`src/rtl/par_to_ser_c.sv`:
```
// Byte serializer fed by the 2:1 byte mux: queues valid bytes in a small FIFO and
// shifts them out MSB-first, filling gaps with the IDLE_SYM comma so the line never stalls.
module par_to_ser_c #(
  parameter int unsigned       DATA_W     = 8,
  parameter int unsigned       FIFO_DEPTH = 4,
  parameter logic [DATA_W-1:0] IDLE_SYM   = 8'hBC
) (
  input  logic                                  clk,
  input  logic                                  reset,
  input  logic [DATA_W-1:0]                     data_in,
  input  logic                                  valid_in,
  output logic                                  data_out,
  output logic                                  frame_start,
  output logic                                  sym_valid,
  output logic [$clog2(FIFO_DEPTH+1)-1:0]       fifo_count,
  output logic                                  fifo_full,
  output logic                                  fifo_empty,
  output logic                                  overflow
);

  localparam int unsigned CNT_W   = (DATA_W > 1) ? $clog2(DATA_W) : 1;
  localparam int unsigned PTR_W   = (FIFO_DEPTH > 1) ? $clog2(FIFO_DEPTH) : 1;
  localparam int unsigned COUNT_W = $clog2(FIFO_DEPTH + 1);

  localparam logic [CNT_W-1:0]   LAST_BIT  = CNT_W'(DATA_W - 1);
  localparam logic [COUNT_W-1:0] FULL_CNT  = COUNT_W'(FIFO_DEPTH);

  typedef enum logic {
    ST_IDLE = 1'b0,
    ST_DATA = 1'b1
  } sym_state_e;

  sym_state_e         state_q,       state_d;
  logic [DATA_W-1:0]  shift_q,       shift_d;
  logic [CNT_W-1:0]   bit_cnt_q,     bit_cnt_d;
  logic               frame_start_q, frame_start_d;
  logic [PTR_W-1:0]   wr_ptr_q,      wr_ptr_d;
  logic [PTR_W-1:0]   rd_ptr_q,      rd_ptr_d;
  logic [COUNT_W-1:0] count_q,       count_d;
  logic               full_q,        full_d;
  logic               empty_q,       empty_d;
  logic               overflow_q,    overflow_d;

  logic [DATA_W-1:0]  mem_q [FIFO_DEPTH];

  logic               boundary;
  logic               pop;
  logic               push;

  // State register: symbol type, shifter, bit counter and FIFO bookkeeping.
  always_ff @(posedge clk or negedge reset) begin
    if (!reset) begin
      state_q       <= ST_IDLE;
      shift_q       <= '0;
      bit_cnt_q     <= LAST_BIT;
      frame_start_q <= 1'b0;
      wr_ptr_q      <= '0;
      rd_ptr_q      <= '0;
      count_q       <= '0;
      full_q        <= 1'b0;
      empty_q       <= 1'b1;
      overflow_q    <= 1'b0;
    end else begin
      state_q       <= state_d;
      shift_q       <= shift_d;
      bit_cnt_q     <= bit_cnt_d;
      frame_start_q <= frame_start_d;
      wr_ptr_q      <= wr_ptr_d;
      rd_ptr_q      <= rd_ptr_d;
      count_q       <= count_d;
      full_q        <= full_d;
      empty_q       <= empty_d;
      overflow_q    <= overflow_d;
    end
  end

  // Storage needs no reset: pointers and count define which entries are live.
  always_ff @(posedge clk) begin
    if (push) begin
      mem_q[wr_ptr_q] <= data_in;
    end
  end

  // Next-state: a pop at a boundary frees the slot a same-edge push may then use.
  always_comb begin
    state_d       = state_q;
    shift_d       = {shift_q[DATA_W-2:0], 1'b0};
    bit_cnt_d     = bit_cnt_q + CNT_W'(1);
    frame_start_d = 1'b0;
    wr_ptr_d      = wr_ptr_q;
    rd_ptr_d      = rd_ptr_q;
    overflow_d    = overflow_q;

    boundary = (bit_cnt_q == LAST_BIT);
    pop      = boundary && !empty_q;
    push     = valid_in && (!full_q || pop);

    if (boundary) begin
      bit_cnt_d     = '0;
      frame_start_d = 1'b1;
      if (pop) begin
        state_d  = ST_DATA;
        shift_d  = mem_q[rd_ptr_q];
        rd_ptr_d = rd_ptr_q + PTR_W'(1);
      end else begin
        state_d  = ST_IDLE;
        shift_d  = IDLE_SYM;
      end
    end

    if (push) begin
      wr_ptr_d = wr_ptr_q + PTR_W'(1);
    end else if (valid_in) begin
      overflow_d = 1'b1;
    end

    count_d = count_q + COUNT_W'(push) - COUNT_W'(pop);
    full_d  = (count_d == FULL_CNT);
    empty_d = (count_d == '0);
  end

  assign data_out    = shift_q[DATA_W-1];
  assign frame_start = frame_start_q;
  assign sym_valid   = (state_q == ST_DATA);
  assign fifo_count  = count_q;
  assign fifo_full   = full_q;
  assign fifo_empty  = empty_q;
  assign overflow    = overflow_q;

endmodule

```
`config.mk`:
```
export PLATFORM = sky130hd
export DESIGN_NAME = par_to_ser_c
export DESIGN_NICKNAME = d
export VERILOG_FILES = /design/src/rtl/par_to_ser_c.sv
export SDC_FILE = /design/constraint.sdc
export NUM_CORES = 1
export LEC_CHECK = 0
export CORE_ASPECT_RATIO = 0.8
export CORE_UTILIZATION = 55
export CTS_CLUSTER_SIZE = 28
export DETAILED_ROUTE_END_ITERATION = 7
export DONT_BUFFER_PORTS = 1
export PLACE_DENSITY = 0.83
export SYNTH_ARGS = -nofsm -noshare
export SYNTH_HDL_FRONTEND = slang
export SYNTH_SLANG_ARGS = --single-unit
```
`constraint.sdc`:
```
create_clock -name clk -period 3 [get_ports clk]
set_input_delay 0.3 -clock clk [delete_from_list [all_inputs] [get_ports clk]]
set_output_delay 0.3 -clock clk [all_outputs]
set_load 0.02 [all_outputs]
```
==> impl_metrics.csv <==
group,metric,value,unit
routing,met3_length,167,um
timing,max_freq,357.2,MHz
setup_path,start_kind,"flip-flop",
synthesis,synth_top_cell_area_share,45.15,%
setup_path,cp_cell_sequence,"ha_1 > ha_2 > nand2b_4 > a21boi_4 > inv_1 > ha_1 > inv_1 > ha_1 > inv_1 > fa_1 > xnor2_1 > xnor2_1 > nor3b_2",
synthesis,synth_edf_count,32,
setup_path,cp.depth,13,
synthesis,synth_top_area_cell,"edfxtp_1",
synthesis,synthTopCellsByArea,"edfxtp_1, dfrtp_1, mux4_2",
routing,routed_wirelength,3033,um
hold_path,hold_end,"mem_q[3][1]",
timing,finalCritPeriodShare,93.31,%
final_layout,seq_area,0.001541,mm^2
die,die-area,0.004124,mm^2
final_layout,area_growth,8.113,%
synthesis,synth_common_cells,"edfxtp_1, dfrtp_1, inv_1",
clock_tree,root_buffer,"clkbuf_8",
synthesis,synth_top_family_by_area,"multiplexers",
power_and_ir_drop,total_leakage_power,0.8816,nW
final_layout,diodes,0,
routing,firstDrtPassIters,4,
final_layout,layoutNonFillerInstCount,168,
synthesis,ys_seq_area_share,72.43,%
final_layout,multi_input_area,521.8,um^2
synthesis,yosys_most_used_dff,"edfxtp_1",
place,routabilityCongestion,0.7060,
setup_path,r2r_cells,13,
setup_path,max_stage_delay,550,ps
synthesis,syn_inst,114,
clock_tree,clk_pin_slew,90,ps
routing,wl_per_cell,18.05,um
synthesis,synthArstFlopShare,41.82,%
timing,finalClockSkew,7.815,ps
die,initial_core_util,59.68,%
setup_path,rr_startpoint,"bit_cnt_q[0]",
synthesis,synth-compound-area-share,4.056,%
setup_path,r2r_end,"fifo_full",
clock_tree,cts-htree-levels,2,
synthesis,synth-seq-cells,55,
synthesis,yosys.area_share.simple,3.410,%
setup_path,crit_required,3230,ps
grt,antenna_found_initial,0,
setup_path,endpoint_kind,"flip-flop",
timing,hold_violations,0,
clock_tree,cts_made_buffers,5,
setup_path,rrSetupSlack,200,ps
setup_path,critPathBufInv,3,
power_and_ir_drop,p_per_area,894.1,mW/mm^2
setup_path,crit_family,"adder cells",
die,die_y,57.64,um
routing,vias_per_cell,5.649,
synthesis,yosysMostFrequentCell,"edfxtp_1",
place,place_inst,153,
routing,dr.max_layer_used,"met4",
setup_path,critPathKind,"reg2reg",
timing,drv_slew,0,
routing,detail-route-antenna-nets,0,
timing,finalSetupViolations,0,
hold_path,hp-start,"data_in[1]",
setup_path,critPathArrivalTime,3030,ps
clock_tree,clockBufferDepth,2,
timing,tightest_slew,993.3,ps
place,portBuffers,0,
clock_tree,cts_tree,"done",
routing,vias,949,
routing,routed-wl-met2,1507,um
clock_tree,worstSkewPairLatency,300,ps
setup_path,crit_fanout,10,
run_status,outcome,"complete, no violations",
synthesis,synthesis.nets,134,
synthesis,yosys_warnings,0,
synthesis,muxShareOfSynthArea,8.995,%
synthesis,syn_avg_cell_area,18.67,um^2
timing,setup_ws,200.6,ps
timing,period_needed,2799,ps
die,rows,19,
timing,maxSlewHeadroom,33.56,%
die,core_region_area,0.003566,mm^2
power_and_ir_drop,ir_drop,0.4876,mV
clock_tree,clkSinkCount,55,
final_layout,nets,145,
timing,fin_tns_setup,0,ps
synthesis,synthAdderAreaFrac,5.644,%
synthesis,synth_area,0.002128,mm^2
final_layout,final_area,0.002301,mm^2
setup_path,cp_slowest_cell,"dfstp_2",
grt,grt_pass1_vias,1014,
place,dpl_cell_area,0.002153,mm^2
die,die_x,71.55,um
grt,grt_overflow,0,
routing,first_iter_violations,81,
synthesis,yosys.area_share.xor_xnor,2.058,%
grt,grt_pass1_wl,4809,um
final_layout,fill_cells,248,
final_layout,drive_gt1_share,24.60,%
hold_path,min_path_cells,0,
synthesis,synth_cell_types,23,
grt,grt.total_usage,16.58,%
routing,wl_met1,1333,um
grt,grt_max_degree,24,
place,pre_cts_slack,73.11,ps
die,io_pins,20,
job,cap_viol_max_count,0,
setup_path,startpoint,"bit_cnt_q[0]",
routing,drc_errors,0,
hold_path,hp-class,"in2reg",
-- flip-flops by register name (all words and copies together) (netlist names) --
signal	count
sym_valid	1
fifo_empty	1
shift_q	8
wr_ptr_q	2
rd_ptr_q	2
mem_q	32
fifo_full	1
bit_cnt_q	3
fifo_count	3
overflow	1
frame_start	1
-- power by group --
group	switching (W)	internal (W)	total, W
Sequential	0.000190	0.00100	0.00119
Combinational	0.000198	0.000277	0.000475
Clock	0.000225	0.000164	0.000388
Total	0.000612	0.00144	0.00206
-- routing by layer --
metal	up-vias	GRT usage (%)
li1	434	-
met1	485	20.80
met2	25	26.94
met3	5	6.087
met4	0	6.443
met5	-	0
-- worst max-delay path by stage --
| stage | endpoint | slack, ps |
|---|---|---|
| after detailed placement | fifo_full | 70 |
| after floorplan | fifo_full | 190 |
| after CTS | fifo_full | 20 |
| after global placement | fifo_full | 230 |
| final | fifo_full | 200 |
| after global routing | fifo_full | -10 |
-- cell families (layout without fill, tap and decap cells) --
| group | after synthesis | in the layout |
|---|---|---|
| flip-flops | 55 | 55 |
| buffers and inverters | 14 | 26 |
| adder cells (fa/ha/maj) | 9 | 9 |
| XOR/XNOR | 5 | 5 |
| multiplexers | 9 | 9 |
| AND/OR/NAND/NOR | 12 | 12 |
| AO/OA/AOI/OAI | 10 | 10 |
-- through the flow --
step	hold WS (ps)	utilization, %	total power [W]
finish	87.68	64.53	0.002057
global route	69.71	64.53	0.002167
CTS	80.01	63.05	0.002019
detailed placement	4.857	60.39	0.001632
global placement	4.833	60.39	0.001599
floorplan	4.409	-	0.001534
-- what timing repair did --
item / 4_1_cts / 5_1_grt
endpoints found under the setup margin: 0 / 1
hold buffers: 1 / 0
endpoints found under the hold margin: 23 / 0
gates resized for setup: 0 / 2
buffers inserted: 0 / 6
-- cells in the final DEF, fill, tap and decap left out, drive strengths merged, types with 5 or more instances in the layout --
cell | synthesis | final
edfxtp | 32 | 32
dfrtp | 19 | 19
and2 | 5 | 5
mux4 | 8 | 8
inv | 10 | 10
xnor2 | 5 | 5
buf | 3 | 7
clkbuf | 1 | 6
ha | 8 | 8
o22a | 5 | 5
-- layout make-up --
cell class                      count  area share (%)
Sequential cell                    55           66.99
Clock buffer                        6           3.154
Inverter                           10           1.631
Multi-Input combinational cell     45           22.68
Clock inverter                      2          0.5438
Timing Repair Buffer                8           2.719
Tap cell                           42           2.284
(Power assumes the default switching activity.)
